File: src/rtl/wb_master_seq.sv
// Wishbone classic initiator: turns each command into 1..2^LEN_W single-beat
// transfers at incrementing word addresses, one response per beat, with a
// per-beat ack timeout that abandons the rest of the command.
module wb_master_seq #(
    parameter int AW        = 32,
    parameter int DW        = 32,
    parameter int LEN_W     = 4,
    parameter int TO_CYCLES = 255
) (
    input  logic            wb_clk_i,
    input  logic            wb_rst_n_i,
    // command stream
    input  logic            cmd_valid,
    output logic            cmd_ready,
    input  logic            cmd_we,
    input  logic [AW-1:0]   cmd_adr,
    input  logic [DW/8-1:0] cmd_sel,
    input  logic [LEN_W-1:0] cmd_len,
    // write data stream
    input  logic            wdat_valid,
    output logic            wdat_ready,
    input  logic [DW-1:0]   wdat,
    // response stream
    output logic            rsp_valid,
    input  logic            rsp_ready,
    output logic [DW-1:0]   rsp_dat,
    output logic            rsp_err,
    output logic            rsp_last,
    // Wishbone initiator
    output logic            wbm_cyc_o,
    output logic            wbm_stb_o,
    output logic            wbm_we_o,
    output logic [DW/8-1:0] wbm_sel_o,
    output logic [AW-1:0]   wbm_adr_o,
    output logic [DW-1:0]   wbm_dat_o,
    input  logic            wbm_ack_i,
    input  logic [DW-1:0]   wbm_dat_i,
    output logic            busy
);

    localparam int SW   = DW / 8;
    localparam int TO_W = $clog2(TO_CYCLES + 1);

    typedef enum logic [1:0] {IDLE, FETCH, BUS, RESP} state_t;

    state_t            state_q, state_d;
    logic              we_q, we_d;
    logic [AW-1:0]     adr_q, adr_d;
    logic [SW-1:0]     sel_q, sel_d;
    logic [DW-1:0]     wdat_q, wdat_d;
    logic [DW-1:0]     rdat_q, rdat_d;
    logic [LEN_W-1:0]  beats_q, beats_d;
    logic [TO_W-1:0]   to_cnt_q, to_cnt_d;
    logic              err_q, err_d;
    logic              first_q, first_d;   // still on beat 0 of the command
    logic              last_w;

    // A timed-out beat is always the final response: remaining beats are dropped.
    assign last_w = (beats_q == '0) || err_q;

    // State and datapath registers; reset aborts any burst without a response.
    always_ff @(posedge wb_clk_i or negedge wb_rst_n_i) begin
        if (!wb_rst_n_i) begin
            state_q  <= IDLE;
            we_q     <= 1'b0;
            adr_q    <= '0;
            sel_q    <= '0;
            wdat_q   <= '0;
            rdat_q   <= '0;
            beats_q  <= '0;
            to_cnt_q <= '0;
            err_q    <= 1'b0;
            first_q  <= 1'b0;
        end else begin
            state_q  <= state_d;
            we_q     <= we_d;
            adr_q    <= adr_d;
            sel_q    <= sel_d;
            wdat_q   <= wdat_d;
            rdat_q   <= rdat_d;
            beats_q  <= beats_d;
            to_cnt_q <= to_cnt_d;
            err_q    <= err_d;
            first_q  <= first_d;
        end
    end

    // Next-state and datapath updates.
    always_comb begin
        state_d  = state_q;
        we_d     = we_q;
        adr_d    = adr_q;
        sel_d    = sel_q;
        wdat_d   = wdat_q;
        rdat_d   = rdat_q;
        beats_d  = beats_q;
        to_cnt_d = to_cnt_q;
        err_d    = err_q;
        first_d  = first_q;
        unique case (state_q)
            IDLE: begin
                if (cmd_valid) begin
                    we_d     = cmd_we;
                    adr_d    = cmd_adr;
                    sel_d    = cmd_sel;
                    beats_d  = cmd_len;
                    to_cnt_d = '0;
                    err_d    = 1'b0;
                    first_d  = 1'b1;
                    state_d  = cmd_we ? FETCH : BUS;
                end
            end
            FETCH: begin
                if (wdat_valid) begin
                    wdat_d  = wdat;
                    state_d = BUS;
                end
            end
            BUS: begin
                // ack wins over a timeout landing in the same cycle
                if (wbm_ack_i) begin
                    rdat_d  = we_q ? '0 : wbm_dat_i;
                    err_d   = 1'b0;
                    state_d = RESP;
                end else if (to_cnt_q == TO_W'(TO_CYCLES)) begin
                    rdat_d  = '0;
                    err_d   = 1'b1;
                    state_d = RESP;
                end else begin
                    to_cnt_d = to_cnt_q + 1'b1;
                end
            end
            RESP: begin
                if (rsp_ready) begin
                    if (last_w) begin
                        state_d = IDLE;
                    end else begin
                        beats_d  = beats_q - 1'b1;
                        adr_d    = adr_q + AW'(SW);
                        to_cnt_d = '0;
                        first_d  = 1'b0;
                        state_d  = we_q ? FETCH : BUS;
                    end
                end
            end
            default: state_d = IDLE;
        endcase
    end

    // Handshake and bus strobes decode straight from the state so reset drops them at once.
    always_comb begin
        cmd_ready  = (state_q == IDLE);
        wdat_ready = (state_q == FETCH);
        rsp_valid  = (state_q == RESP);
        rsp_err    = (state_q == RESP) && err_q;
        rsp_last   = (state_q == RESP) && last_w;
        wbm_stb_o  = (state_q == BUS);
        busy       = (state_q != IDLE);
        unique case (state_q)
            FETCH:   wbm_cyc_o = !first_q;
            BUS:     wbm_cyc_o = 1'b1;
            RESP:    wbm_cyc_o = !last_w;
            default: wbm_cyc_o = 1'b0;
        endcase
    end

    assign rsp_dat   = rdat_q;
    assign wbm_we_o  = we_q;
    assign wbm_sel_o = sel_q;
    assign wbm_adr_o = adr_q;
    assign wbm_dat_o = wdat_q;

endmodule

File: config.mk
export PLATFORM = sky130hd
export DESIGN_NAME = wb_master_seq
export DESIGN_NICKNAME = d
export VERILOG_FILES = /design/src/rtl/wb_master_seq.sv
export SDC_FILE = /design/constraint.sdc
export NUM_CORES = 1
export LEC_CHECK = 0
export CORE_MARGIN = 2
export CORE_UTILIZATION = 41
export CTS_BUF_LIST = sky130_fd_sc_hd__clkbuf_2 sky130_fd_sc_hd__clkbuf_4 sky130_fd_sc_hd__clkbuf_8
export DETAILED_ROUTE_END_ITERATION = 10
export GPL_ROUTABILITY_DRIVEN = 1
export HOLD_SLACK_MARGIN = 0.1
export PLACE_DENSITY = 0.79
export SYNTH_ARGS = -nofsm -noshare
export SYNTH_HDL_FRONTEND = slang
export SYNTH_SLANG_ARGS = --single-unit
export TNS_END_PERCENT = 20
File: constraint.sdc
create_clock -name wb_clk_i -period 1.95 [get_ports wb_clk_i]
set_clock_uncertainty 0.2 [all_clocks]
set_input_delay 0.2925 -clock wb_clk_i [delete_from_list [all_inputs] [get_ports wb_clk_i]]
set_output_delay 0.2925 -clock wb_clk_i [all_outputs]
set_load 0.02 [all_outputs]
==> run summary <==
Run status -> finished with violations
Util after Layout -> 0.708
Total Wirelength -> 18100 um
Flops & latches, synth -> 117
Critical Path Source Type -> register
Final setup TNS -> -0.981 ns
Sink Count -> 117
Seq/Total Area, Yosys -> 0.528
Drt first pass iters -> 5
Cell Area, Synth -> 0.00555 mm2
Avg Inst Size Synth -> 10.8 um2
CP required -> 1.46 ns
Pwr/cell area -> 1590 mW/mm2
Most frequent cells in the layout -> clkdlybuf4s50_1, dfrtp_1, buf_4
WP buf/inv -> 2
FF+latch area -> 0.00293 mm2
Tmin final -> 2.13 ns
R2r setup slk -> -0.11 ns
Hold Vio Cnt, Final -> 0
Delay-heaviest family, CP -> simple AND/OR/NAND/NOR gates
Hold Crit Class -> in2async
DR DRC count -> 0
DP Area -> 0.00842 mm2
Slew HR -> 0.726
Clock buffer depth -> 2
CP max stage cell -> dfrtp_1
Root Driver -> clkbuf_8
Routed vias/inst -> 5.54
WL/cell -> 18.2 um
Synth warn -> 0
Routed Antenna Nets -> 0
Post-synth top area share -> 0.528
CTS tree -> built
Placed Cells incl. Taps -> 946
Final HPWL DP -> 12700 um
Die Height -> 120 um
Non-Filler Instances -> 996
Critical path cell sequence -> inv_2 > ha_4 > nor3b_4 > nor2_2 > nor2_4 > a21oi_2 > buf_6
Top post-synthesis cells by area -> dfrtp_1, mux2_2, a22o_1, nand2_1, a21oi_1
Final Cell Area -> 0.00937 mm2
Critical Path Max Stage Delay -> 0.39 ns
Die Span X -> 120 um
Area Growth Syn to Fin -> 69.0%
Setup CP Type -> reg2out
Layout fillers -> 975
Syn_nets -> 629
Number of max-cap violations -> 0
Die area -> 0.0145 mm2
Via total after detailed routing -> 5515
Number of diodes -> 0
Clock latency on the worst-skew pair -> 0.44 ns
I/O pin cnt -> 220
Final net count -> 921
Multi-input gate area -> 0.00263 mm2
Starting density of the core -> 0.419
Failing checks -> setup timing
Post-synthesis cell count -> 515
Final Cycle Share -> 1.09
Final Setup Violations -> 19
PnR worst setup slack -> -0.178 ns
RSZ-0062 raised after global routing -> yes
Pleak -> 4.46 nW
Crit end category -> output pin
CP Max Fanout -> 2
Most common cell after layout, fill and taps aside -> clkdlybuf4s50_1
GRT Residual Overflow -> 0
Distinct cell type count after synthesis -> 65
Vias in the first global route -> 5365
DR iter-0 viols -> 330
First-pass GRT wire length -> 27400 um
Worst vdd ir -> 0.000796 V
Share of cells above drive strength 1 -> 0.272
Max Slew Vio Count -> 0
Post-synth EDFFs -> 0
Initial antenna violation count -> 0
Worst-margin pin slew -> 0.411 ns
Pin count of the biggest net entering global routing -> 49
H-tree depth reported by CTS -> 4
TritonCTS Buffers -> 17
Synth area leader -> dfrtp_1
GRT Total Usage -> 0.242
Row cnt -> 42
CTS clk-pin slew, worst paths -> 0.07 ns
Ys async rst share -> 1.00
Worst Path Arrival -> 1.64 ns
Core area -> 0.0132 mm2
Top FF cell, synth -> dfrtp_1
Maximum clock frequency -> 0.470 GHz
RD Place Congestion -> 0.871
Port buffer count -> 219
## worst paths after layout
check                                end  depth (start not counted)          from
max                            wbm_cyc_o                          7    beats_q[1]
min in group wb_clk_i       wbm_adr_o[0]                          3    cmd_adr[0]
min reg2reg                 wbm_sel_o[2]                          2  wbm_sel_o[2]
max in group asynchronous        first_q                          3    wb_rst_n_i
min                           rsp_dat[0]                          2    wb_rst_n_i
max reg2reg                wbm_adr_o[31]                          9    beats_q[1]
## sequential cells by signal, summed over array words and instances (netlist names)
register,count
beats_q,4
err_q,1
first_q,1
rsp_dat,32
state_q,2
to_cnt_q,8
wbm_adr_o,32
wbm_dat_o,32
wbm_sel_o,4
wbm_we_o,1
## logic make-up (layout without fill, tap and decap cells)
kind of cell | Yosys count | count (layout) | synth area share
muxes | 35 | 35 | 0.0727
adders and majority gates | 3 | 3 | 0.00677
buffers and inverters | 45 | 350 | 0.0424
DFF | 117 | 117 | 0.528
and+or+nand+nor | 165 | 165 | 0.165
AOI/OAI and AO/OA | 150 | 150 | 0.185
## synth_stat cells (3+ instances only)
| library cell | count |
|---|---|
| o21ai_0 | 20 |
| a31oi_1 | 12 |
| or3_1 | 4 |
| nor2_1 | 29 |
| nor3_1 | 7 |
| clkbuf_1 | 11 |
| o22ai_1 | 7 |
| and3_1 | 8 |
| nand4_1 | 10 |
| mux2_2 | 32 |
| ha_1 | 3 |
| nand2_1 | 51 |
| nand3_1 | 24 |
| inv_1 | 10 |
| o22a_1 | 3 |
| dfrtp_1 | 117 |
| buf_6 | 5 |
| a41oi_1 | 4 |
| buf_2 | 17 |
| a21oi_1 | 38 |
| a22oi_1 | 6 |
| nand2b_1 | 5 |
| o21ai_1 | 3 |
| a22o_1 | 32 |
## metrics by stage
step	worst slack, ns	power [mW]	hold WS, ns
final	-0.178	14.9	0.126
after floorplan	-0.00527	8.23	-0.203
after CTS	-0.269	14.4	0.106
after global placement	-0.269	11.9	0.0457
after global routing	-0.251	15.7	0.131
after detailed placement	-0.299	12.1	0.0479
## report_power, final
group / leakage, nW / internal, mW / switching, mW
logic: 2.86 / 4.10 / 4.28
clock network: 0.180 / 1.19 / 1.02
registers: 1.43 / 3.51 / 0.810
## layout make-up
cell class	instances	area share
clock inverters	12	0.0140
flip-flops and latches	117	0.313
repair buffers	308	0.337
inverters	10	0.00401
clock buffers	20	0.0280
multi-input cells	353	0.281
well taps	176	0.0235
## what timing repair did
action	CTS	global route
hold buffers	1	0
pin swaps	3	32
setup endpoints to repair	73	122
resized for setup	50	119
setup buffers	4	12
endpoints found under the hold margin	117	0
cloned	0	2
## routing by layer
layer,vias up,global-route usage,wire [um]
li1,2515,-,-
met1,2709,0.306,7310
met2,250,0.401,9200
met3,41,0.0679,1240
met4,0,0.0799,362
met5,-,0,0
No activity file was read; power rests on OpenSTA's default activity.
